--- src/rtl/dilithium_io_pkg.sv ---
// Shared types and constants for the Dilithium host-side byte ingress.
// Word-count constants give host input lengths in 32-bit words (bytes rounded up).
package dilithium_io_pkg;

  localparam int BYTES_PER_WORD = 4;

  typedef enum logic [1:0] {
    IDLE  = 2'd0,
    PACK  = 2'd1,
    DRAIN = 2'd2
  } ingress_state_t;

  function automatic int words_for_bytes(input int n_bytes);
    return (n_bytes + BYTES_PER_WORD - 1) / BYTES_PER_WORD;
  endfunction

  // Keygen consumes the 32-byte seed; sign the secret key; verify public key plus signature.
  localparam int KEYGEN_IN_WORDS    = words_for_bytes(32);
  localparam int SIGN_IN_WORDS_L2   = words_for_bytes(2528);
  localparam int SIGN_IN_WORDS_L3   = words_for_bytes(4000);
  localparam int SIGN_IN_WORDS_L5   = words_for_bytes(4864);
  localparam int VERIFY_IN_WORDS_L2 = words_for_bytes(1312 + 2420);
  localparam int VERIFY_IN_WORDS_L3 = words_for_bytes(1952 + 3293);
  localparam int VERIFY_IN_WORDS_L5 = words_for_bytes(2592 + 4595);

endpackage

--- src/rtl/dilithium_word_fifo.sv ---
// Synchronous word FIFO with occupancy count; head reads as zero while empty.
module dilithium_word_fifo #(
  parameter int DEPTH = 8,
  parameter int WIDTH = 32
) (
  input  logic                     clk,
  input  logic                     rst,
  input  logic                     push,
  input  logic [WIDTH-1:0]         wdata,
  input  logic                     pop,
  output logic                     full,
  output logic                     empty,
  output logic [$clog2(DEPTH):0]   level,
  output logic [WIDTH-1:0]         head
);

  localparam int AW = $clog2(DEPTH);

  logic [WIDTH-1:0] mem_q [DEPTH];
  logic [AW-1:0]    wr_ptr_q, rd_ptr_q;
  logic [AW:0]      level_q;
  logic             do_push, do_pop;

  assign full    = (level_q == (AW+1)'(DEPTH));
  assign empty   = (level_q == '0);
  assign do_push = push && !full;
  assign do_pop  = pop && !empty;
  assign level   = level_q;
  assign head    = empty ? '0 : mem_q[rd_ptr_q];

  // NOTE: the storage array has no reset; pointers and level define validity, so
  // a flush only needs the counters cleared and head is masked while empty.
  always_ff @(posedge clk) begin
    if (do_push) mem_q[wr_ptr_q] <= wdata;
  end

  // NOTE: sequential state uses non-blocking assignments so every register
  // samples pre-edge values regardless of block evaluation order.
  always_ff @(posedge clk or negedge rst) begin
    if (!rst) begin
      wr_ptr_q <= '0;
      rd_ptr_q <= '0;
      level_q  <= '0;
    end else begin
      if (do_push) wr_ptr_q <= wr_ptr_q + 1'b1;
      if (do_pop)  rd_ptr_q <= rd_ptr_q + 1'b1;
      case ({do_push, do_pop})
        2'b10:   level_q <= level_q + 1'b1;
        2'b01:   level_q <= level_q - 1'b1;
        default: level_q <= level_q;
      endcase
    end
  end

endmodule

--- src/rtl/dilithium_byte_ingress.sv ---
// Host byte stream to 32-bit word stream for the Dilithium core: little-endian
// packing, word FIFO, and per-operation word counting with a done pulse.
module dilithium_byte_ingress
  import dilithium_io_pkg::*;
#(
  parameter int DEPTH = 8,
  parameter int CNT_W = 16
) (
  input  logic                   clk,
  input  logic                   rst,
  input  logic                   start,
  input  logic [CNT_W-1:0]       word_count,
  input  logic                   s_valid,
  output logic                   s_ready,
  input  logic [7:0]             s_data,
  output logic                   m_valid,
  input  logic                   m_ready,
  output logic [31:0]            m_data,
  output logic                   busy,
  output logic                   done,
  output logic [$clog2(DEPTH):0] level
);

  ingress_state_t   state_q, state_d;
  logic [CNT_W-1:0] in_left_q, in_left_d;
  logic [CNT_W-1:0] out_left_q, out_left_d;
  logic [1:0]       byte_cnt_q, byte_cnt_d;
  logic [23:0]      shift_q, shift_d;
  logic             done_q, done_d;

  logic full, empty, byte_xfer, push, pop;

  // The last byte of a word bypasses the shift register straight into the FIFO,
  // so it may only be taken when the FIFO has room.
  assign s_ready   = (state_q == PACK) && (in_left_q != '0) &&
                     ((byte_cnt_q != 2'd3) || !full);
  assign byte_xfer = s_valid && s_ready;
  assign push      = byte_xfer && (byte_cnt_q == 2'd3);
  assign m_valid   = !empty;
  assign pop       = m_valid && m_ready;
  assign busy      = (state_q != IDLE);
  assign done      = done_q;

  dilithium_word_fifo #(
    .DEPTH (DEPTH),
    .WIDTH (32)
  ) u_fifo (
    .clk   (clk),
    .rst   (rst),
    .push  (push),
    .wdata ({s_data, shift_q}),
    .pop   (pop),
    .full  (full),
    .empty (empty),
    .level (level),
    .head  (m_data)
  );

  // NOTE: every next-state signal takes its hold value first so no path
  // through the block leaves it unassigned and infers a latch.
  always_comb begin
    state_d    = state_q;
    in_left_d  = in_left_q;
    out_left_d = out_left_q;
    byte_cnt_d = byte_cnt_q;
    shift_d    = shift_q;
    done_d     = 1'b0;

    if (byte_xfer) begin
      if (byte_cnt_q != 2'd3) shift_d[{byte_cnt_q, 3'b000} +: 8] = s_data;
      byte_cnt_d = byte_cnt_q + 2'd1;
    end
    if (push && (in_left_q != '0))  in_left_d  = in_left_q - 1'b1;
    if (pop && (out_left_q != '0))  out_left_d = out_left_q - 1'b1;

    case (state_q)
      IDLE: begin
        if (start) begin
          if (word_count != '0) begin
            state_d    = PACK;
            in_left_d  = word_count;
            out_left_d = word_count;
            byte_cnt_d = 2'd0;
            shift_d    = '0;
          end else begin
            done_d = 1'b1;
          end
        end
      end
      PACK: begin
        if (push && (in_left_q == CNT_W'(1))) state_d = DRAIN;
      end
      DRAIN: ;
      default: state_d = IDLE;
    endcase

    if ((state_q != IDLE) && pop && (out_left_q == CNT_W'(1))) begin
      state_d = IDLE;
      done_d  = 1'b1;
    end
  end

  always_ff @(posedge clk or negedge rst) begin
    if (!rst) begin
      state_q    <= IDLE;
      in_left_q  <= '0;
      out_left_q <= '0;
      byte_cnt_q <= '0;
      shift_q    <= '0;
      done_q     <= 1'b0;
    end else begin
      state_q    <= state_d;
      in_left_q  <= in_left_d;
      out_left_q <= out_left_d;
      byte_cnt_q <= byte_cnt_d;
      shift_q    <= shift_d;
      done_q     <= done_d;
    end
  end

endmodule

--- config.mk ---
export PLATFORM = sky130hd
export DESIGN_NAME = dilithium_byte_ingress
export DESIGN_NICKNAME = d
export VERILOG_FILES = /design/src/rtl/dilithium_io_pkg.sv /design/src/rtl/dilithium_word_fifo.sv /design/src/rtl/dilithium_byte_ingress.sv
export SDC_FILE = /design/constraint.sdc
export NUM_CORES = 1
export LEC_CHECK = 0
export BUFFER_PORTS_ARGS = -buffer_cell sky130_fd_sc_hd__buf_2
export CORE_ASPECT_RATIO = 1.25
export CORE_UTILIZATION = 55
export CTS_CLUSTER_DIAMETER = 120
export DETAILED_ROUTE_END_ITERATION = 8
export PLACE_DENSITY_LB_ADDON = 0.12
export SLEW_MARGIN = 10
export SYNTH_ARGS = -nofsm -noshare
export SYNTH_HDL_FRONTEND = slang
export SYNTH_HIERARCHICAL = 1
export SYNTH_SLANG_ARGS = --single-unit
--- constraint.sdc ---
create_clock -name clk -period 7.2 [get_ports clk]
set_input_delay 2.16 -clock clk [delete_from_list [all_inputs] [get_ports clk]]
set_output_delay 2.16 -clock clk [all_outputs]
set_load 0.01 [all_outputs]
==> metrics.md <==
| Metric | Value |
|---|---|
| Critical R2R Launch | in_left_q[0] |
| Area post-placement | 0.0144 sq mm |
| Ports | 69 |
| Critical path class | reg2out |
| Setup violations, final | 0 |
| Routed WL | 29000 um |
| Final instance area | 0.0154 sq mm |
| Synth Flop Type | edfxtp_1 |
| First-pass GRT wire length | 44400 um |
| Post-CTS Setup Bufs | 0 |
| DRT iter0 DRCs | 511 |
| Deepest clock path buffer count | 3 |
| DP Worst Slack | 2.32 ns |
| Seq/Total Area, Yosys | 0.691 |
| Fmax | 188 MHz |
| Via Count | 7595 |
| Hold Path Sink | state_q[1] |
| Period Utilization, post-route | 0.737 |
| Max IR drop VDD | 0.000151 V |
| Library cells used by synthesis | 58 |
| Shortest period the worst path allows | 5.31 ns |
| Startpoint types | register |
| Number of synthesized flops with an enable pin | 256 |
| Seq cells post-synth | 327 |
| Remaining DRCs | 0 |
| CP required | 5.04 ns |
| Dpl hpwl | 18600 um |
| CP cell instances | buf_4 -> mux4_2 -> mux2i_1 -> nor2_1 -> buf_2 |
| CP max FO | 46 |
| PortBufs | 68 |
| Synth Area per Inst | 16.3 sq um |
| Worst Setup End Kind | output port |
| Area delta synth->final | 12.4% |
| Crit path max-delay family | flip-flops |
| Tightest Hold Check Type | reg2reg |
| DP Cell Count | 1216 |
| Largest stage delay, worst path | 1.05 ns |
| Root Buffer | clkbuf_16 |
| Util after Layout | 0.630 |
| Layout Skew | 0.00816 ns |
| GRT Resource Usage Total | 0.235 |
| Max cap viols | 0 |
| Initial antenna violation count | 1 |
| Actual slew at the worst max-slew pin | 1.08 ns |
| Buf+Inv Stages, Crit Path | 2 |
| Final setup margin | 1.89 ns |
| Slew HR | 0.278 |
| P_leak | 5.86 nW |
| Routability cong. | 0.887 |
| RSZ-0062 raised after global routing | false |
| Worst hold start | state_q[0] |
| Largest net degree at the start of global routing | 72 |
| Vias in the first global route | 7861 |
| Synthesized cell area | 0.0137 sq mm |
| Die width | 143 um |
| CP arrival | 3.15 ns |
| CTS buffer count | 30 |
| Final nets | 962 |
| Core area | 0.0244 sq mm |
| Total negative slack | 0 ns |
| Starting Density | 0.561 |
| Wire length per cell | 22.9 um |
| Die H | 178 um |
| YS warnings | 6 |
| Synth async-reset ratio | 0.217 |
| Power Dens Cells | 236 mW/mm^2 |
| CTS tree | yes |
| Syn nets | 883 |
| Row count | 64 |
| Drt first pass iters | 4 |
| CTS H-tree depth | 1 |
| Via density | 5.99 |
| Status | completed |
| Post-route ant nets | 0 |
| CTS resizes | 0 |
| Clk_lat worst skew | 0.55 ns |
| RR Endpoint | u_fifo/mem_q[1][25] |
| Antenna diodes | 0 |
| R2R setup slack | 3.46 ns |
| CTS Sinks | 327 |
| Cts hold-fix bufs | 0 |
| Post-synthesis cell count | 839 |
| Global route total overflow | 0 |
| Die area | 0.0255 sq mm |
| Worst-path clk slew | 0.07 ns |
| Non-Filler Instances | 1269 |
| Fin. Hold Viols | 0 |
| Worst R2R Path Depth | 10 |
| Slew Limit Fails | 0 |
| Worst Hold Path Cells | 1 |
| Critical path's slowest cell | dfrtp_4 |
| Share of cells above drive strength 1 | 0.236 |
[report_power, final]
group | switching [W] | internal [W] | leakage, nW
Combinational | 0.0000243 | 0.00000856 | 1.62
Sequential | 0.00000101 | 0.00202 | 3.77
Clock | 0.000665 | 0.000922 | 0.467
Total | 0.000690 | 0.00295 | 5.86
[cells in the mapped netlist, types with 3 or more instances]
master	count	area share
a211oi_1	3	0.0016
a21oi_1	54	0.020
a31oi_1	3	0.0014
and3_1	8	0.0037
buf_2	11	0.0040
buf_6	6	0.0049
clkbuf_1	18	0.0049
dfrtp_1	71	0.13
edfxtp_1	256	0.56
ha_1	15	0.014
inv_1	13	0.0036
mux2i_1	32	0.023
mux4_2	64	0.11
nand2_1	41	0.011
nand2b_1	6	0.0027
nand3_1	39	0.014
nand4_1	4	0.0018
nor2_1	70	0.019
nor3_1	13	0.0048
nor3b_1	5	0.0027
nor4_1	18	0.0082
or2_2	3	0.0014
or3_1	5	0.0023
or4_1	6	0.0033
xnor2_1	22	0.014
xor2_1	11	0.0070
[worst reg2reg max path: cells and delay by family, from the launching register on]
| family | cells | cell delay [ns] |
|---|---|---|
| simple gates | 5 | 1.91 |
| flops | 1 | 0.40 |
| buf+inv | 3 | 0.60 |
| fa+ha+maj | 1 | 0.23 |
| compound gates | 1 | 0.27 |
[worst max-delay path by stage]
stage	start	to	slack, ns	cells after the start
floorplan	s_valid	u_fifo/mem_q[0][0]	1.59	6
global placement	u_fifo/rd_ptr_q[0]	m_data[12]	2.44	5
detailed placement	s_valid	u_fifo/mem_q[1][26]	2.32	8
CTS	u_fifo/rd_ptr_q[0]	m_data[12]	1.82	5
global route	u_fifo/rd_ptr_q[0]	m_data[12]	1.65	5
finish	u_fifo/rd_ptr_q[0]	m_data[12]	1.89	5
[layer usage]
| metal | vias up | part of all wire | track usage |
|---|---|---|---|
| met3 | 54 | 0.043 | 0.0290 |
| met2 | 207 | 0.54 | 0.433 |
| li1 | 3419 | - | - |
| met5 | - | 0.00045 | 0 |
| met4 | 2 | 0.029 | 0.0739 |
| met1 | 3913 | 0.39 | 0.286 |
[through the flow]
stage | power [W] | hold WS, ns
2_1_floorplan | 0.00206 | 0.438
3_3_place_gp | 0.00209 | 0.456
3_5_place_dp | 0.00209 | 0.465
4_1_cts | 0.00367 | 0.476
5_1_grt | 0.00374 | 0.493
6_report | 0.00364 | 0.481
[final cells by class]
type / count / area, sq um
well taps: 330 / 413
multi-input cells: 461 / 4010
inverters: 14 / 52.6
fillers: 1745 / 9030
flip-flops and latches: 327 / 9470
repair buffers: 84 / 460
clock inverters: 19 / 196
clock buffers: 34 / 787
[layout by cell type, fill, tap and decap left out, types with 6 or more instances in the layout]
master	count
xor2_1	11
nand3_1	39
nor4_1	18
nor2_1	64
mux2i_1	32
nor3_1	11
xnor2_1	22
dfrtp_1	68
inv_1	13
nand2_1	41
or4_1	6
buf_4	16
clkbuf_16	31
clkinv_1	8
buf_2	68
and3_1	8
a21oi_1	54
ha_1	15
mux4_2	64
edfxtp_1	256
nor2_4	6
nand2b_1	6
[flip-flops by register name, summed over array words and instances, names as in the netlist]
register / flops
done: 1
u_fifo/level: 4
u_fifo/mem_q: 256
shift_q: 24
u_fifo/wr_ptr_q: 3
byte_cnt_q: 2
out_left_q: 16
state_q: 2
in_left_q: 16
u_fifo/rd_ptr_q: 3
[cells by family (layout without fill, tap and decap cells)]
| kind of cell | Yosys count | after routing | share of synthesized area |
|---|---|---|---|
| buffers and inverters | 51 | 151 | 0.0199 |
| AOI/OAI and AO/OA | 69 | 69 | 0.0277 |
| muxes | 98 | 98 | 0.131 |
| adders and majority gates | 15 | 15 | 0.0137 |
| xor gates and xnor gates | 33 | 33 | 0.0211 |
| DFF | 327 | 327 | 0.691 |
| and+or+nand+nor | 246 | 246 | 0.0959 |
(Power assumes the default switching activity.)
